## src/rtl/weighted_rr_arbiter.sv

```systemverilog
// Weighted round-robin arbiter: cyclic priority search starting at ptr_reg, where
// the pointer stays on a requester for up to its weight in consecutive grants.
module weighted_rr_arbiter #(
    parameter int NUM_REQ  = 4,
    parameter int WEIGHT_W = 4,
    localparam int IDX_W   = (NUM_REQ > 1) ? $clog2(NUM_REQ) : 1
) (
    input  logic                        clk_i,
    input  logic                        rst_i,
    input  logic                        allow_i,
    input  logic [NUM_REQ-1:0]          req_i,
    input  logic [NUM_REQ*WEIGHT_W-1:0] weight_i,
    output logic [NUM_REQ-1:0]          gnt_o,
    output logic                        gnt_found_o,
    output logic [IDX_W-1:0]            gnt_idx_o
);

    logic [IDX_W-1:0]    ptr_reg, ptr_next;
    logic [WEIGHT_W-1:0] cnt_reg, cnt_next;

    logic [WEIGHT_W-1:0] w_eff [NUM_REQ];
    logic [IDX_W:0]      cand;
    logic [IDX_W-1:0]    win_idx;
    logic                win_found;
    logic                grant_valid;
    logic [WEIGHT_W:0]   tenure_c;

    // A zero weight field still earns one grant per visit.
    generate
        for (genvar gi = 0; gi < NUM_REQ; gi++) begin : g_weight
            assign w_eff[gi] = (weight_i[gi*WEIGHT_W +: WEIGHT_W] == '0)
                             ? WEIGHT_W'(1) : weight_i[gi*WEIGHT_W +: WEIGHT_W];
        end
    endgenerate

    always_comb begin
        win_found = 1'b0;
        win_idx   = '0;
        cand      = '0;
        for (int k = 0; k < NUM_REQ; k++) begin
            cand = {1'b0, ptr_reg} + (IDX_W+1)'(k);
            if (cand >= (IDX_W+1)'(NUM_REQ)) begin
                cand = cand - (IDX_W+1)'(NUM_REQ);
            end
            if (!win_found && req_i[cand[IDX_W-1:0]]) begin
                win_found = 1'b1;
                win_idx   = cand[IDX_W-1:0];
            end
        end
    end

    assign grant_valid = win_found && allow_i && !rst_i;

    generate
        for (genvar gi = 0; gi < NUM_REQ; gi++) begin : g_gnt
            assign gnt_o[gi] = grant_valid && (win_idx == IDX_W'(gi));
        end
    endgenerate

    assign gnt_found_o = |gnt_o;
    assign gnt_idx_o   = grant_valid ? win_idx : '0;

    // A grant to anyone other than ptr_reg starts a fresh tenure at count 1,
    // which is how a dropped request forfeits its remaining credit.
    always_comb begin
        tenure_c = (win_idx == ptr_reg) ? ({1'b0, cnt_reg} + (WEIGHT_W+1)'(1))
                                        : (WEIGHT_W+1)'(1);
        ptr_next = ptr_reg;
        cnt_next = cnt_reg;
        if (grant_valid) begin
            if (tenure_c >= {1'b0, w_eff[win_idx]}) begin
                ptr_next = (win_idx == IDX_W'(NUM_REQ-1)) ? '0 : win_idx + IDX_W'(1);
                cnt_next = '0;
            end else begin
                ptr_next = win_idx;
                cnt_next = tenure_c[WEIGHT_W-1:0];
            end
        end
    end

    always_ff @(posedge clk_i) begin
        if (rst_i) begin
            ptr_reg <= '0;
            cnt_reg <= '0;
        end else begin
            ptr_reg <= ptr_next;
            cnt_reg <= cnt_next;
        end
    end

endmodule

```

## config.mk

```make
export PLATFORM = sky130hd
export DESIGN_NAME = weighted_rr_arbiter
export DESIGN_NICKNAME = d
export VERILOG_FILES = /design/src/rtl/weighted_rr_arbiter.sv
export SDC_FILE = /design/constraint.sdc
export NUM_CORES = 1
export LEC_CHECK = 0
export ABC_AREA = 1
export BUFFER_PORTS_ARGS = -buffer_cell sky130_fd_sc_hd__clkbuf_2
export CORE_MARGIN = 2
export CORE_UTILIZATION = 35
export DETAILED_ROUTE_END_ITERATION = 10
export GPL_TIMING_DRIVEN = 1
export PLACE_DENSITY_LB_ADDON = 0.15
export SYNTH_ARGS = -nofsm -noshare
export SYNTH_HDL_FRONTEND = slang
export SYNTH_SLANG_ARGS = --single-unit
```

## constraint.sdc

```tcl
create_clock -name clk_i -period 2.6 [get_ports clk_i]
set_input_delay 0.52 -clock clk_i [delete_from_list [all_inputs] [get_ports clk_i]]
set_output_delay 0.52 -clock clk_i [all_outputs]
set_load 0.02 [all_outputs]
```

# Word-level counts from Yosys, hierarchy flattened
# Cells that the tools add are included.
[word_totals]
register_bits = 6
[op_classes]
add_sub_neg = 9
n_lt_le_gt_ge = 10
muxes = 32
n_bitwise = 1
reduce_logical = 19
eq_ne = 4
[op_table]
columns = ["operator", "count"]
rows = [
  ["$mux W4", 7],
  ["$mux W2", 11],
  ["$logic_not A4 Y1", 4],
  ["$ge A3 B3 Y1 const B", 4],
  ["$lt A2 B3 Y1 const B", 4],
  ["$logic_and A1 B1 Y1", 9],
  ["$bmux W1 S2", 4],
  ["$bmux W4 S2", 1],
  ["$mux W1", 8],
  ["$sub A2 B1 Y2 const B", 4],
  ["$add A2 B2 Y3 const B", 2],
  ["$add A4 B1 Y5 const B", 1],
  ["$ge A5 B4 Y1", 1],
  ["$mux W5", 1],
  ["$eq A2 B2 Y1 const B", 2],
  ["$logic_not A1 Y1", 4],
  ["$reduce_or A4 Y1", 1],
  ["$add A2 B1 Y3 const B", 1],
  ["$ge A2 B3 Y1 const B", 1],
  ["$not A2 Y3", 1],
  ["$add A2 B1 Y2 const B", 1],
  ["$eq A2 B1 Y1 const B", 1],
  ["$eq A2 B2 Y1", 1],
  ["$logic_not A2 Y1", 1],
]

# Longest topological paths before layout
[logic_depth]
word_depth = 20
mapped_depth = 26

# Worst setup path before layout
# Ideal clock, no wire load.
[synth_path]
path_type = "input -> register"
start = "input req_i[3]"
end = "register cnt_reg[0]"
n_path_buf = 1
required_time_ns = 2.530
t_arrival_ns = 2.763
setup_slack_ns = -0.233
cell_stages = 22
cell_sequence = "inv_1 -> nand2_1 -> nand3_1 -> inv_2 -> nor2_2 -> nor2_1 -> nor2_2 -> xor2_1 -> nand2_2 -> buf_6 -> nand2_1 -> o21ai_1 -> a21oi_1 -> ha_1 -> a21boi_0 -> o21ai_0 -> nand2_1 -> a21oi_1 -> nand2_2 -> nor2_2 -> nand2_1 -> a21oi_1"
[synth_via]
elab_chain_len = 18
elab_cells_between_ends = 32
[synth_rtl]
columns = ["element", "line", "text"]
rows = [
  ["start: declaration", "11", "input logic [NUM_REQ-1:0] req_i,"],
  ["$bmux W1 S2", "45", "if (!win_found && req_i[cand[IDX_W-1:0]]) begin"],
  ["$mux W1 (not written as such)", "45", ""],
  ["$mux W1", "45", ""],
  ["$logic_not A1 Y1", "45", ""],
  ["$logic_and A1 B1 Y1", "45", ""],
  ["$mux W1", "45", ""],
  ["$logic_not A1 Y1", "45", ""],
  ["$logic_and A1 B1 Y1", "45", ""],
  ["$mux W1", "45", ""],
  ["$logic_not A1 Y1", "45", ""],
  ["$logic_and A1 B1 Y1", "45", ""],
  ["$mux W2", "45", ""],
  ["$not A2 Y3 (not written as such)", "71", "if (tenure_c >= {1'b0, w_eff[win_idx]}) begin"],
  ["$bmux W4 S2", "71", ""],
  ["$mux W4 (not written as such) (2 in a row)", "71", ""],
  ["$ge A5 B4 Y1", "71", ""],
  ["$mux W4", "71", ""],
  ["end signal: assignment", "87", "cnt_reg <= cnt_next;"],
  ["end: declaration", "19", "logic [WEIGHT_W-1:0] cnt_reg, cnt_next;"],
]
# Several ways; a longest one is shown, not always the timed one. The select of a mux whose other input is x is not followed.
# A chain may end at the register's enable or synchronous reset.

# Final worst setup path
[layout_path]
start = "register ptr_reg[0]"
end = "register cnt_reg[3]"
[layout_via]
elab_chain_len = 20
elab_cells_between_ends = 47
[layout_rtl]
columns = ["element", "line", "text"]
rows = [
  ["start: declaration", "18", "logic [IDX_W-1:0] ptr_reg, ptr_next;"],
  ["start signal: assignment", "86", "ptr_reg <= ptr_next;"],
  ["parallel branches: the longest is 20 deep, another holds $add A2 B1 Y3", "n/a", ""],
]
# Several ways; the timed one is not identified. The select of a mux whose other input is x is not followed.

==> impl_metrics.toml <==
[floorplan]
dieArea_sq_um = 3280
initial_core_util_pct = 36.3
row_count = 19
die_x_um = 57.3
coreArea_sq_um = 2730
die_h_um = 57.3
io_pins = 30

[synth]
synth-simple-area-share_pct = 48.5
synth_area_sq_um = 993
synth_top_area_share_pct = 18.5
yosysMostFrequentCell = "nand2_1"
synth_flop_cell = "dfxtp_1"
netlist_instances = 169
synth_cell_types = 27
syn_nets = 201
synth_adder_area_share_pct = 11.3
synth-edff-count = 0
synth_top_family_by_area = "simple AND/OR/NAND/NOR gates"
ys_warn_count = 0
synth_mux_area_share_pct = 0
yosys-top-cells-count = "nand2_1, inv_1, a21oi_1, nor2_1"
synth-seq-cells = 6
netlist_top_cells_area = "nand2_1, dfxtp_1, ha_1"
synthArstFlopShare_pct = 0
yosys.area.top_type = "nand2_1"
ys_seq_area_share_pct = 12.1
synth.avg_cell_area_sq_um = 5.88
synth_xor_area_share_pct = 1.76
synth-compound-area-share_pct = 12.7

[finish]
fill_cells = 241
multi_input_area_sq_um = 890
post-route-cell-area_sq_um = 1720
syn_to_final_growth_pct = 72.9
seq_area_sq_um = 125
finish.utilization_pct = 62.8
largest_register_ffs = 4
drive_above_1_share_pct = 58.6
diodes = 0
nNetsFinal = 273

[drt]
vias = 1304
drc = 0
totalWireLength_um = 3070
wl_met2_um = 1520
top_layer = "met4"
via_per_inst = 4.83
m1WireLength_um = 1420
drtIter0Drc = 27
dr_wl_met3_um = 79
avgRoutedWirePerCell_um = 11.4
antenna_left = 0
drt_first_pass_iters = 4

[worst_setup_path]
cp_max_fo = 7
critPathRequiredTime_ns = 2.78
path_cells = "buf_6 > nand2_2 > nand3_2 > inv_2 > nor2_4 > buf_4 > nand2_1 > nor2_4 > inv_2 > nand2_4 > inv_4 > o31ai_2 > o21ai_1 > ha_1 > inv_1 > a21boi_2 > o21ai_1 > nand2_1 > a21oi_2 > nand2_2 > nor2_4 > nand2_1 > a21oi_1"
critical_path.startpoint = "ptr_reg[0]"
critical_path.top_delay_family = "simple AND/OR/NAND/NOR gates"
r2r_slack_ns = -0.32
critPathMaxStageDelay_ns = 0.41
crit_arrival_ns = 3.10
path_buf_inv = 6
crit_path_start_kind = "flip-flop"
slowest_stage = "dfxtp_4"
critical_path_cell_count = 23
endpoint_kind = "flip-flop"
crit-reg2reg-capture = "cnt_reg[3]"
reg2reg_from = "ptr_reg[0]"
worst-r2r-cell-count = 23
endpoint = "cnt_reg[3]"
path_class = "flip-flop to flip-flop"

[clock_network]
htree_num_levels = 1
insertion_delay_ns = 0.25
cts_buffer_depth = 2
cts_tree = "built"
hold_buffers = 0
clk_pin_slew_worst_paths_ns = 0.04
clock-sinks = 6
clockRootBuffer = "clkbuf_4"
cts_made_buffers = 3

[power]
power_mw = 2.34
power.density_nw_per_um2 = 1360
p_int_mw = 1.19
p_comb_share_pct = 90.2
power.share.switching_pct = 49.2
vdd_drop_max_v = 0.00103
p_sw_mw = 1.15
leakagePower_nw = 0.882
clockPowerShare_pct = 3.6
p_seq_share_pct = 6.2

[outcome]
violations = "setup timing"
status = "finished with violations"

[timing]
hold_viol_final = 0
maxSlewHeadroom_pct = 83.4
fin_ws_ns = -0.323
worst_pin_slew_ns = 0.247
grt_setup_unrepaired = "yes"
setup_violations = 13
clock.fmax_mhz = 342
finalCritPeriodShare_pct = 112
report.final.slew_viol_count = 0
clock_skew_ns = 0.000278
hold_ws_ns = 0.492
fin_crit_ns = 2.92

[placement]
hpwl_um = 2180
placed_area_sq_um = 1410
gp_congestion = 0.844
portBuffers = 29

[global_route]
grt_pass1_vias = 1164
antenna_found_initial = 0
grt_first_pass_wirelength_um = 4840
grt_start_max_net_pins = 9
grt_usage_pct = 18.8
grt_overflow_total = 0

[job]
maxCapViolCount = 0

[worst_hold_path]
hold_path_class = "flip-flop to flip-flop"
## cell usage in the layout, fill, tap and decap left out, types with 2 or more instances in the layout
cell type	instances
nand2_1	39
buf_4	36
clkbuf_2	24
nand2_2	18
inv_1	13
nor2_1	9
nand3_1	8
a21oi_1	8
ha_1	8
inv_2	7
nor2_4	7
buf_6	7
nand3_2	5
nor2_2	5
a21oi_2	5
nand2_4	4
clkbuf_4	4
dfxtp_1	4
inv_8	3
nor3_1	3
o21ai_1	3
o31ai_2	2
inv_4	2
## kinds of logic after synthesis
group | Yosys count
fa+ha+maj | 9
simple gates | 100
flops | 6
compound gates | 22
xor+xnor | 2
buf+inv | 30
## metal layers
metal	GRT usage [%]	up-vias
met5	0	-
met4	6.98	0
met3	1.36	5
met2	31.5	23
met1	25.2	599
li1	-	677
## worst min path at each step
stage / startpoint / endpoint / cells past startpoint
floorplan: cnt_reg[1] / cnt_reg[1] / 2
global placement: cnt_reg[1] / cnt_reg[1] / 2
detailed placement: cnt_reg[1] / cnt_reg[1] / 2
CTS: cnt_reg[1] / cnt_reg[1] / 2
global route: cnt_reg[1] / cnt_reg[1] / 2
finish: cnt_reg[1] / cnt_reg[1] / 2
## stage by stage
stage	TNS (ns)	setup WS [ns]	std cells
2_1_floorplan	-0.738	-0.141	169
3_3_place_gp	-3.28	-0.510	251
3_5_place_dp	-3.58	-0.550	251
4_1_cts	-2.96	-0.330	268
5_1_grt	-4.89	-0.563	270
6_report	-2.81	-0.323	270
## power by group through the flow
stage | sequential (mW) | clock (mW) | combinational, mW
after floorplan | 0.131 | 0 | 1.04
final | 0.145 | 0.0842 | 2.11
after global placement | 0.133 | 0 | 1.59
after detailed placement | 0.134 | 0 | 1.61
after global routing | 0.149 | 0.0927 | 2.30
after CTS | 0.145 | 0.0891 | 1.95
## worst register-to-register path, delay by kind of cell, from the launching register on
kind / cells / cell delay, ns
AOI/OAI and AO/OA: 6 / 0.71
adders and majority gates: 1 / 0.30
buffers and inverters: 6 / 0.53
DFF: 1 / 0.41
and+or+nand+nor: 10 / 0.92
## timing repair
item | 4_1_cts | 5_1_grt
pin swaps | 22 | 9
gates cloned | 1 | 0
buffers inserted | 14 | 3
endpoints found under the setup margin | 12 | 13
endpoints found under the hold margin | 0 | 0
gates resized for setup | 40 | 21
## area by class of cell
cell class / instances / area share (%)
Clock buffer: 3 / 1.31
Inverter: 26 / 7.57
Multi-Input combinational cell: 134 / 51.8
Sequential cell: 6 / 7.28
Tap cell: 31 / 2.26
Timing Repair Buffer: 70 / 29.8
No activity file was read; power rests on OpenSTA's default activity.
